## src/rtl/mips_inst_encoder.sv

```systemverilog
// Packs symbolic MIPS instructions into 32-bit words and streams them into
// instruction memory at an auto-incrementing word address.
//
// state  | meaning
// S_LOAD | accepting instructions, memory not yet full
// S_FULL | 2^ADDR_W words written; only start or rst leaves
module mips_inst_encoder #(
  parameter int ADDR_W    = 8,
  parameter int BASE_ADDR = 0
) (
  input  logic              clk,
  input  logic              rst,
  input  logic              start,
  input  logic              in_valid,
  output logic              in_ready,
  input  logic [3:0]        in_op,
  input  logic [4:0]        in_rs,
  input  logic [4:0]        in_rt,
  input  logic [4:0]        in_rd,
  input  logic [4:0]        in_shamt,
  input  logic [15:0]       in_imm,
  input  logic [25:0]       in_target,
  output logic              imem_we,
  output logic [ADDR_W-1:0] imem_addr,
  output logic [31:0]       imem_wdata,
  output logic [ADDR_W:0]   count,
  output logic              full,
  output logic              err_op
);

  localparam logic [ADDR_W:0]   CAP  = {1'b1, {ADDR_W{1'b0}}};
  localparam logic [ADDR_W-1:0] BASE = ADDR_W'(BASE_ADDR);

  localparam logic [3:0] OP_ADD = 4'd0, OP_SUB = 4'd1, OP_AND = 4'd2,
                         OP_OR  = 4'd3, OP_SLT = 4'd4, OP_SLL = 4'd5,
                         OP_SRL = 4'd6, OP_LW  = 4'd7, OP_SW  = 4'd8,
                         OP_BEQ = 4'd9, OP_BNE = 4'd10, OP_ADDI = 4'd11,
                         OP_J   = 4'd12;

  typedef enum logic {S_LOAD, S_FULL} state_t;

  state_t            state_q, state_d;
  logic [ADDR_W-1:0] ptr_q, ptr_d;
  logic [ADDR_W:0]   cnt_q, cnt_d;
  logic              err_q, err_d;
  logic              we_q, we_d;
  logic [ADDR_W-1:0] addr_q, addr_d;
  logic [31:0]       wdata_q, wdata_d;

  logic [31:0] word;
  logic        op_valid;
  logic        xfer;

  always_comb begin
    word     = '0;
    op_valid = 1'b1;
    case (in_op)
      OP_ADD:  word = {6'h00, in_rs, in_rt, in_rd, 5'd0, 6'h20};
      OP_SUB:  word = {6'h00, in_rs, in_rt, in_rd, 5'd0, 6'h22};
      OP_AND:  word = {6'h00, in_rs, in_rt, in_rd, 5'd0, 6'h24};
      OP_OR:   word = {6'h00, in_rs, in_rt, in_rd, 5'd0, 6'h25};
      OP_SLT:  word = {6'h00, in_rs, in_rt, in_rd, 5'd0, 6'h2A};
      // shifts take their amount from shamt, so rs is meaningless and zeroed
      OP_SLL:  word = {6'h00, 5'd0, in_rt, in_rd, in_shamt, 6'h00};
      OP_SRL:  word = {6'h00, 5'd0, in_rt, in_rd, in_shamt, 6'h02};
      OP_LW:   word = {6'h23, in_rs, in_rt, in_imm};
      OP_SW:   word = {6'h2B, in_rs, in_rt, in_imm};
      OP_BEQ:  word = {6'h04, in_rs, in_rt, in_imm};
      OP_BNE:  word = {6'h05, in_rs, in_rt, in_imm};
      OP_ADDI: word = {6'h08, in_rs, in_rt, in_imm};
      OP_J:    word = {6'h02, in_target};
      default: op_valid = 1'b0;
    endcase
  end

  assign in_ready = (state_q == S_LOAD) && !start;
  assign xfer     = in_valid && in_ready;

  always_comb begin
    state_d = state_q;
    ptr_d   = ptr_q;
    cnt_d   = cnt_q;
    err_d   = err_q;
    we_d    = 1'b0;
    addr_d  = addr_q;
    wdata_d = wdata_q;
    if (start) begin
      state_d = S_LOAD;
      ptr_d   = BASE;
      cnt_d   = '0;
      err_d   = 1'b0;
    end else if (xfer) begin
      if (op_valid) begin
        we_d    = 1'b1;
        addr_d  = ptr_q;
        wdata_d = word;
        ptr_d   = ptr_q + ADDR_W'(1);
        cnt_d   = cnt_q + (ADDR_W+1)'(1);
        if (cnt_d == CAP) state_d = S_FULL;
      end else begin
        err_d = 1'b1;
      end
    end
  end

  always_ff @(posedge clk or posedge rst) begin
    if (rst) begin
      state_q <= S_LOAD;
      ptr_q   <= BASE;
      cnt_q   <= '0;
      err_q   <= 1'b0;
      we_q    <= 1'b0;
      addr_q  <= BASE;
      wdata_q <= '0;
    end else begin
      state_q <= state_d;
      ptr_q   <= ptr_d;
      cnt_q   <= cnt_d;
      err_q   <= err_d;
      we_q    <= we_d;
      addr_q  <= addr_d;
      wdata_q <= wdata_d;
    end
  end

  assign imem_we    = we_q;
  assign imem_addr  = addr_q;
  assign imem_wdata = wdata_q;
  assign count      = cnt_q;
  assign full       = (cnt_q == CAP);
  assign err_op     = err_q;

endmodule

```

## config.mk

```make
export PLATFORM = sky130hd
export DESIGN_NAME = mips_inst_encoder
export DESIGN_NICKNAME = d
export VERILOG_FILES = /design/src/rtl/mips_inst_encoder.sv
export SDC_FILE = /design/constraint.sdc
export NUM_CORES = 1
export LEC_CHECK = 0
export ABC_AREA = 1
export BUFFER_PORTS_ARGS = -buffer_cell sky130_fd_sc_hd__buf_2
export CAP_MARGIN = 20
export CORE_ASPECT_RATIO = 0.75
export CORE_MARGIN = 2
export CORE_UTILIZATION = 35
export CTS_CLUSTER_DIAMETER = 200
export CTS_CLUSTER_SIZE = 16
export DETAILED_ROUTE_END_ITERATION = 8
export PLACE_DENSITY_LB_ADDON = 0.08
export SETUP_SLACK_MARGIN = 0.3
export SKIP_LAST_GASP = 1
export SLEW_MARGIN = 20
export SYNTH_ARGS = -nofsm -noshare
export SYNTH_HDL_FRONTEND = slang
export SYNTH_SLANG_ARGS = --single-unit
export TNS_END_PERCENT = 5
```

## constraint.sdc

```tcl
create_clock -name clk -period 2.3 [get_ports clk]
set_input_delay 0.23 -clock clk [delete_from_list [all_inputs] [get_ports clk]]
set_output_delay 0.23 -clock clk [all_outputs]
set_load 0.01 [all_outputs]
```

==> impl_results.md, run 1 <==
- Outcome: complete, but fails checks
- Failing checks: DRC
- R2r worst-path depth: 7
- Storage cell area: 1480 um^2
- Startpoint types: flip-flop
- Peak supply drop: 0.000292 V
- Critical path buffers and inverters: 2
- Post-CTS Hold Fix Bufs: 1
- Worst-path cell chain: nor2_2 > nand2_1 > inv_2 > nand2_2 > buf_4 > a21oi_1 > a21oi_1
- Initial antenna violation count: 0
- CTS Buffer Depth: 2
- Latest clock arrival within the worst-skew pair: 330 ps
- Post-synthesis cell type count: 28
- Adder-cell area share of the yosys netlist: 0.0160
- Nets: 608
- Reg-to-reg slack, setup: 580 ps
- Worst setup path start: state_q
- Mux share of post-synthesis cell area: 0
- Core Footprint: 8560 um^2
- Die Span Y: 85.8 um
- Overall power: 0.00314 W
- Cells after Synth: 412
- Largest net degree at the start of global routing: 60
- Worst Skew: 6.03 ps
- Placed Cells: 630
- Core Util, Final: 0.483
- Initial cell density of the core: 0.365
- CTS sink cnt: 59
- Crit path max-delay family: simple AND/OR/NAND/NOR gates
- Worst path arrival time: 1940 ps
- Buffers on Ports: 121
- Remaining global-route overflow: 0
- Critical path class: reg -> reg
- RR Endpoint: imem_wdata[23]
- Worst hold path type: in -> reg
- Sequential area share after synthesis: 0.472
- Final min period: 1720 ps
- Worst path max stage delay: 390 ps
- Final setup violation count: 0
- Final Routed Wirelength: 8570 um
- Cell Pwr Density: 759 nW/um^2
- Synth Area per Inst: 7.59 um^2
- Post-synthesis simple-gate area fraction: 0.315
- Area of the multi-input gates: 1390 um^2
- Yosys Warn Count: 0
- Fmax: 580 MHz
- Resized cells post-CTS: 0
- Leak: 2.15 nW
- Top cell by count, worst path: a21oi_1
- CTS HTree Levels: 3
- Slew HR: 0.562
- RD Place Congestion: 0.801
- Setup TNS: 0 ps
- Final HPWL DP: 6200 um
- MaxCap Viol Count: 0
- Hold slack: 142 ps
- Final ANT Viol Nets: 0
- Critical path peak fanout: 30
- DR DRC count: 8
- Non-filler cells in the finished layout: 647
- CTS Root Cell: clkbuf_16
- Antenna cells: 0
- Die X: 113 um
- FP Rows: 29
- FF+latch count, synth: 59
- Tcrit/Tclk final: 0.750
- Fin. max-slew vios: 0
- Clk slew on worst S/H paths: 50 ps
- IO Pins: 123
- Layout cells sized above 1: 0.288
- First-pass GRT wire length: 14100 um
- Syn_nets: 486
- Vias in the first global route: 2849
- Synthesized area: 3130 um^2
- Area grow syn2layout: 32.3%
- Iteration-0 DRC Markers: 118
- DIE AREA: 9710 um^2
- WP depth: 7
- Worst hold path cell count: 3
- Largest family of logic cells by synthesized area: simple AND/OR/NAND/NOR gates
- Reg2reg start: state_q
- Critical Path Sink Type: flip-flop
- Critical Path Sink: imem_wdata[23]
- Via/cell ratio: 4.70
- Router iterations before antenna repair: 6
- Number of fill cells: 881
- RSZ-0062 raised after global routing: false
- Crit-path slowest cell: dfrtp_1
- Total GRT Usage: 0.185
- CTS tree: built
- CTS Buf Count: 9
- Synth Area in Compound Gates: 0.110
- Least-Margin Pin Slew: 655 ps
- Synth Area in XOR/XNOR: 0.00280
- Final hold vios: 0
- Avg WL per Cell: 13.2 um
- Post-CTS Setup Bufs: 0
- Routed vias: 3043
- Worst EP required: 2510 ps
[worst register-to-register path, stage by stage (launching register included)]
cell,delay [ps]
dfrtp_1,390
nor2_2,110
nand2_1,120
inv_2,80
nand2_2,310
buf_4,360
a21oi_1,150
a21oi_1,80
[worst min path at each step]
stage | slack (ps) | start | end
floorplan | 290 | start | ptr_q[4]
global placement | 320 | rst | imem_we
detailed placement | 320 | rst | count[5]
CTS | 130 | in_rs[0] | imem_wdata[21]
global route | 140 | in_rs[0] | imem_wdata[21]
finish | 140 | in_rs[0] | imem_wdata[21]
[registers in the layout (all words and copies together), names as in the netlist]
register	count
imem_wdata	31
state_q	1
imem_addr	8
err_op	1
count	9
imem_we	1
ptr_q	8
[through the flow]
stage	setup WS [ps]	area, um^2
2_1_floorplan	614	3130
3_3_place_gp	569	3800
3_5_place_dp	513	3800
4_1_cts	546	4140
5_1_grt	356	4140
6_report	576	4140
[synthesized netlist by cell type]
cell type	count	area, um^2
ha_1	4	50.1
o21ai_0	15	75.1
nand4_1	7	43.8
xor2_1	1	8.76
buf_8	1	15.0
inv_1	32	120
or2_0	4	25.0
buf_6	4	45.0
nand2_1	142	533
dfrtp_1	59	1480
nand2_2	2	12.5
o21ai_1	8	40.0
nor2_2	2	12.5
nor2_1	38	143
a21boi_1	1	7.51
nand3_1	26	130
a21oi_1	37	185
nor2_4	3	33.8
nand2_4	2	22.5
buf_2	4	20.0
inv_2	3	11.3
buf_4	6	45.0
conb_1	1	3.75
or2_2	1	6.26
o22ai_1	4	25.0
nor3b_2	1	12.5
nor3_1	2	10.0
a31oi_1	2	12.5
[cell usage in the layout (no fill, tap or decap), types with 2 or more instances in the layout]
master,count
nand2_2,2
nor2_4,3
inv_2,4
bufinv_16,2
nor3_1,2
nand3_1,26
o21ai_1,8
inv_1,31
ha_1,4
o22ai_1,4
nand2_4,2
dfrtp_1,59
a31oi_1,2
buf_2,121
or2_0,4
clkbuf_16,9
o21ai_0,15
clkbuf_8,2
nor2_1,38
a21oi_1,37
nor2_2,2
nand2_1,142
buf_12,2
buf_4,2
nand4_1,7
[routing by layer]
layer | routed length (um) | part of all wire | global-route usage | vias to the layer above
met5 | 0 | 0 | 0 | -
met4 | 76 | 0.0089 | 0.0621 | 0
met3 | 623 | 0.073 | 0.0664 | 4
met2 | 3680 | 0.43 | 0.261 | 88
met1 | 4190 | 0.49 | 0.262 | 1386
li1 | - | - | - | 1565
[power breakdown]
group          switching [W]  total, W  internal (W)
Sequential         0.0000556   0.00119       0.00114
Combinational       0.000283  0.000481      0.000198
Clock               0.000459   0.00146       0.00100
[area by class of cell]
type,count,share of cell area
clock buffers,12,0.0620
clock inverters,4,0.0175
inverters,35,0.0318
multi-input cells,303,0.337
well taps,108,0.0327
repair buffers,126,0.162
flip-flops and latches,59,0.357
[kinds of logic (layout without fill, tap and decap cells)]
| group | after synthesis | after routing |
|---|---|---|
| other | 1 | 1 |
| and+or+nand+nor | 230 | 230 |
| DFF | 59 | 59 |
| buffers and inverters | 50 | 177 |
| xor gates and xnor gates | 1 | 1 |
| AOI/OAI and AO/OA | 67 | 67 |
| adders and majority gates | 4 | 4 |
(Power assumes the default switching activity.)
==> inputs of run 2 (changes only) <==
==> constraint.sdc (replaced) <==
create_clock -name clk -period 1.8 [get_ports clk]
set_input_delay 0.18 -clock clk [delete_from_list [all_inputs] [get_ports clk]]
set_output_delay 0.18 -clock clk [all_outputs]
set_load 0.01 [all_outputs]
==> run 2 against run 1 <==
The flow still finishes with violations (DRC). Flip-flop and latch count did not move. Sequential share of layout area fell by 1.0 points. Utilization is 1.5 points higher. Power rose by 20%. Setup slack got worse by 250 ps. Clock-buffer cell count up 2. Sequential power is 29% higher. Largest power group unchanged.
==> impl_results.md, run 2 (synthesis gave the netlist of run 1 again) <==
- Outcome: complete, but fails checks (unchanged)
- Failing checks: DRC (unchanged)
- Remaining global-route overflow: 0 (unchanged)
- Iteration-0 DRC Markers: 133 (was 118)
- Critical path class: reg -> out (was reg -> reg)
- CTS Buffer Depth: 2 (unchanged)
- CTS Buf Count: 9 (unchanged)
- Total GRT Usage: 0.185 (about the same)
- IO Pins: 123 (unchanged)
- DIE AREA: 9710 um^2 (unchanged)
- Worst path max stage delay: 380 ps (was 390 ps)
- Pre-CTS worst setup slack: 304 ps (was 513 ps)
- Worst-path cell chain: buf_6 > inv_4 > ha_4 > nand4_1 > nor2_1 > buf_2 (was nor2_2 > nand2_1 > inv_2 > nand2_2 > buf_4 > a21oi_1 > a21oi_1)
- Most frequent cells in the layout: nand2_1 (142), buf_2 (121), dfrtp_1 (58) (was nand2_1 (142), buf_2 (121), dfrtp_1 (59))
- DR DRC count: 7 (was 8)
- Critical path peak fanout: 2 (was 30)
- CTS sink cnt: 59 (unchanged)
- CTS Root Cell: clkbuf_16 (unchanged)
- Critical path buffers and inverters: 3 (was 2)
- Area grow syn2layout: 36.3% (was 32.3%)
- FP Rows: 29 (unchanged)
- Worst setup path start: count[0] (was state_q)
- Leak: 2.21 nW (was 2.15 nW)
- Area of the multi-input gates: 1420 um^2 (was 1390 um^2)
- Via/cell ratio: 4.67 (was 4.70)
- Latest clock arrival within the worst-skew pair: 320 ps (was 330 ps)
- Worst Skew: 5.38 ps (was 6.03 ps)
- CTS HTree Levels: 3 (unchanged)
- Non-filler cells in the finished layout: 661 (was 647)
- Worst EP required: 1620 ps (was 2510 ps)
- Largest net degree at the start of global routing: 40 (was 60)
- Die Span Y: 85.8 um (unchanged)
- Slew HR: 0.626 (was 0.562)
- Hold Startpoint: in_target[17] (was in_rs[0])
- CTS tree: built (unchanged)
- Final worst slack: 327 ps (was 576 ps)
- Antenna cells: 0 (unchanged)
- Crit-path slowest cell: dfrtp_1 (unchanged)
- Routed vias: 3088 (was 3043)
- Critical Path Sink Type: primary output (was flip-flop)
- Tcrit/Tclk final: 0.818
- MaxCap Viol Count: 0 (unchanged)
- Peak supply drop: 0.000411 V (was 0.000292 V)
- Fmax: 679 MHz
- Placed Cells: 637 (was 630)
- Most common cell after layout, fill and taps aside: nand2_1 (unchanged)
- Buffers on Ports: 121 (unchanged)
- Core Footprint: 8560 um^2 (unchanged)
- Final ANT Viol Nets: 0 (unchanged)
- Die X: 113 um (unchanged)
- Avg WL per Cell: 13.3 um (was 13.2 um)
- Worst hold path type: in -> reg (unchanged)
- Final Routed Wirelength: 8770 um (was 8570 um)
- RD Place Congestion: 0.801 (about the same)
- Nets: 622 (was 608)
- Final setup violation count: 0 (unchanged)
- Setup TNS: 0 ps (unchanged)
- Number of fill cells: 865 (was 881)
- Cell Pwr Density: 885 nW/um^2 (was 759 nW/um^2)
- Storage cell area: 1480 um^2 (about the same)
- Clk slew on worst S/H paths: 50 ps (about the same)
- Final HPWL DP: 6460 um (was 6200 um)
- First-pass GRT wire length: 14000 um (was 14100 um)
- Worst path arrival time: 1290 ps (was 1940 ps)
- Initial antenna violation count: 0 (unchanged)
- Fin. max-slew vios: 0 (unchanged)
- Final hold vios: 0 (unchanged)
- Vias in the first global route: 2844 (was 2849)
- Final min period: 1470 ps
- Initial cell density of the core: 0.365 (unchanged)
- RSZ-0062 raised after global routing: true (was false)
- Crit path max-delay family: flip-flops (was simple AND/OR/NAND/NOR gates)
- Startpoint types: flip-flop (unchanged)
- Reg2reg start: count[0] (was state_q)
- Router iterations before antenna repair: 6 (unchanged)
- Layout cells sized above 1: 0.316 (was 0.288)
- Max reg flops: 31 (unchanged)
- Least-Margin Pin Slew: 559 ps (was 655 ps)
==> run 2: cell types whose count changed in the layout (fill, tap and decap cells not counted), moves of 2 or more <==
cell	before	now
nor2_2	2	4
ha_1	4	2
buf_4	2	12
clkbuf_1	1	3
bufinv_16	2	0
inv_1	31	28
nor2_1	38	36
nand2_2	2	0
nand2_4	2	4
buf_6	0	2
==> run 2: where the power goes <==
part           switching [W]  internal, W  total (W)
Combinational       0.000380     0.000292   0.000672
Clock               0.000567      0.00100    0.00157
Sequential         0.0000739      0.00146    0.00153
==> run 2: timing repair <==
action,CTS,global route
resized for setup,7,7
endpoints found under the setup margin,3,50
cloned,0,1
hold buffers,1,0
setup buffers,3,3
hold endpoints to repair,20,0
pin swaps,1,4
==> run 2: area by class of cell <==
| cell class | count | area share |
|---|---|---|
| sequential | 59 | 0.347 |
| multi-input combinational | 303 | 0.334 |
| timing repair buffer | 140 | 0.191 |
| clock buffer | 14 | 0.0620 |
| inverter | 35 | 0.0323 |
| tap | 108 | 0.0317 |
| clock inverter | 2 | 0.00235 |
==> run 2: per-layer routing <==
metal / routed length [um] / vias up / part of all wire / GRT usage
li1: - / 1601 / - / -
met1: 4350 / 1392 / 0.50 / 0.269
met2: 3760 / 91 / 0.43 / 0.263
met3: 608 / 4 / 0.069 / 0.0608
met4: 48 / 0 / 0.0055 / 0.0532
met5: 0 / - / 0 / 0
==> run 2: worst register-to-register path: stages, from the launching register on <==
cell     delay [ps]
dfrtp_1         360
buf_4           110
ha_2            210
nand2_1          80
nor2_2          120
nand2_1          70
nand2_1          60
nand2_1          70
nor2_2          130
nand3_1         100
nand2_1          70
==> run 2: path summary, 6_finish.rpt <==
path	slack, ps	end	cells after the start
worst max-delay path	330	full	6
worst min-delay path	100	imem_wdata[17]	3
worst max register to register	380	state_q	10
worst min register to register	470	imem_wdata[27]	2
max in group asynchronous	790	count[1]	4
min in group asynchronous	440	imem_wdata[5]	3
==> run 2: stage by stage <==
| stage | power (W) | cell area (um^2) | util | hold slack [ps] |
|---|---|---|---|---|
| after global placement | 0.00218 | 3860 | 0.451 | 243 |
| after detailed placement | 0.00219 | 3860 | 0.451 | 237 |
| after global routing | 0.00398 | 4260 | 0.498 | 99.6 |
| after floorplan | 0.00189 | 3130 | - | 243 |
| final | 0.00377 | 4260 | 0.498 | 101 |
| after CTS | 0.00380 | 4190 | 0.490 | 88.1 |
==> inputs of run 3 (changes only) <==
==> constraint.sdc (replaced) <==
create_clock -name clk -period 1.5 [get_ports clk]
set_input_delay 0.15 -clock clk [delete_from_list [all_inputs] [get_ports clk]]
set_output_delay 0.15 -clock clk [all_outputs]
set_load 0.01 [all_outputs]
==> run 3 against run 2 <==
The run still ends with DRC left. Via count up 3.4%. Setup slack worse by 310 ps. Global-route usage up 0.42 points. Cell area up 5.6%. Sequential share of layout area down 1.9 points. Final cell count up 1.5%.
==> impl_results.md, run 3 (synthesis gave the netlist of run 1 again) <==
- Worst Skew: 6.41 ps (was 5.38 ps)
- Outcome: complete, but fails checks (unchanged)
- Peak supply drop: 0.000599 V (was 0.000411 V)
- Iteration-0 DRC Markers: 83 (was 133)
- Vias in the first global route: 3011 (was 2844)
- CTS Buf Count: 9 (unchanged)
- Placed Cells: 643 (was 637)
- Die X: 113 um (unchanged)
- Area of the multi-input gates: 1460 um^2 (was 1420 um^2)
- Router iterations before antenna repair: 6 (unchanged)
- MaxCap Viol Count: 0 (unchanged)
- Latest clock arrival within the worst-skew pair: 330 ps (was 320 ps)
- Worst EP required: 1350 ps (was 1620 ps)
- Final HPWL DP: 6610 um (was 6460 um)
- Overall power: 0.00488 W (was 0.00377 W)
- Worst path arrival time: 1330 ps (was 1290 ps)
- Startpoint types: flip-flop (unchanged)
- Non-filler cells in the finished layout: 671 (was 661)
- First-pass GRT wire length: 14400 um (was 14000 um)
- Fmax: 674 MHz
- Critical Path Sink Type: primary output (unchanged)
- Clk slew on worst S/H paths: 60 ps (was 50 ps)
- DIE AREA: 9710 um^2 (unchanged)
- Critical path class: reg -> out (unchanged)
- Buffers on Ports: 121 (unchanged)
- Initial cell density of the core: 0.365 (unchanged)
- IO Pins: 123 (unchanged)
- Core Footprint: 8560 um^2 (unchanged)
- Tcrit/Tclk final: 0.990
- Antenna cells: 0 (unchanged)
- RD Place Congestion: 0.834 (was 0.801)
- Least-Margin Pin Slew: 547 ps (was 559 ps)
- Total GRT Usage: 0.189 (was 0.185)
- Reg-to-reg slack, setup: 140 ps (was 380 ps)
- CTS HTree Levels: 3 (unchanged)
- RSZ-0062 raised after global routing: true (unchanged)
- Layout cells sized above 1: 0.339 (was 0.316)
- Most frequent cells in the layout: nand2_1 (141), buf_2 (121), dfrtp_1 (58) (was nand2_1 (142), buf_2 (121), dfrtp_1 (58))
- FP Rows: 29 (unchanged)
- Most common cell after layout, fill and taps aside: nand2_1 (unchanged)
- Via/cell ratio: 4.76 (was 4.67)
- CTS Buffer Depth: 2 (unchanged)
- Nets: 632 (was 622)
- Routed vias: 3192 (was 3088)
- Die Span Y: 85.8 um (unchanged)
- CTS Root Cell: clkbuf_16 (unchanged)
- Slew HR: 0.634 (was 0.626)
- CTS sink cnt: 59 (unchanged)
- Storage cell area: 1480 um^2 (unchanged)
- CTS tree: built (unchanged)
- Number of fill cells: 841 (was 865)
- Leak: 2.31 nW (was 2.21 nW)
- Avg WL per Cell: 13.3 um (about the same)
- Largest net degree at the start of global routing: 23 (was 40)
- Final setup violation count: 0 (unchanged)
- Failing checks: DRC (unchanged)
- Critical path peak fanout: 4 (was 2)
- Initial antenna violation count: 0 (unchanged)
- Fin. max-slew vios: 0 (unchanged)
- Final min period: 1480 ps
- Worst hold path type: in -> reg (unchanged)
- Final hold vios: 0 (unchanged)
- DR DRC count: 7 (unchanged)
- Cell Pwr Density: 1090 nW/um^2 (was 885 nW/um^2)
- Area grow syn2layout: 44.0% (was 36.3%)
- Max reg flops: 31 (unchanged)
- Final Routed Wirelength: 8960 um (was 8770 um)
- Remaining global-route overflow: 0 (unchanged)
- Final ANT Viol Nets: 0 (unchanged)
==> run 3: layout make-up <==
| cell class | count | area share |
|---|---|---|
| flip-flops and latches | 59 | 0.328 |
| multi-input cells | 304 | 0.325 |
| clock buffers | 9 | 0.0500 |
| well taps | 108 | 0.0300 |
| repair buffers | 149 | 0.215 |
| clock inverters | 7 | 0.0206 |
| inverters | 35 | 0.0311 |
==> run 3: power breakdown <==
part	leakage (nW)	switching (W)	internal, W
logic	1.41	0.000479	0.000398
registers	0.756	0.0000801	0.00174
clock network	0.147	0.000738	0.00145
==> run 3: worst max-delay path, cell delays in order, from the launching register on <==
cell	delay, ps
dfrtp_1	390
buf_6	130
inv_4	60
ha_4	120
nand4_1	60
nor2_1	110
buf_2	140
==> run 3: worst paths after layout <==
path                                 from             end  depth (start not counted)
min                         in_target[20]  imem_wdata[20]                          3
max in group asynchronous             rst  imem_wdata[25]                          4
min in group asynchronous             rst    imem_addr[3]                          3
min reg2reg                imem_wdata[10]  imem_wdata[10]                          2
max                              count[0]            full                          6
max reg2reg                       state_q  imem_wdata[24]                          8
==> run 3: stage by stage <==
| step | worst slack (ps) | util | area (um^2) | TNS, ps | hold slack [ps] |
|---|---|---|---|---|---|
| final | 15.6 | 0.526 | 4500 | 0 | 64.4 |
| after global routing | -23.0 | 0.526 | 4500 | -23.0 | 66.9 |
| after CTS | -2.63 | 0.517 | 4430 | -2.63 | 52.2 |
| after detailed placement | 53.5 | 0.461 | 3950 | 0 | 233 |
| after global placement | 140 | 0.461 | 3950 | 0 | 230 |
| after floorplan | 179 | - | 3130 | 0 | 213 |
==> run 3: timing repair <==
action,CTS,global route
resized for setup,18,11
setup buffers,4,5
cloned,2,0
setup endpoints to repair,60,61
pin swaps,5,4
hold buffers,1,0
hold endpoints to repair,19,0
==> run 3: metal layers <==
layer,track usage,up-vias,share of wire
met4,0.0565,0,0.012
met5,0,-,0
met1,0.268,1472,0.49
met2,0.281,90,0.43
met3,0.0558,9,0.067
li1,-,1621,-
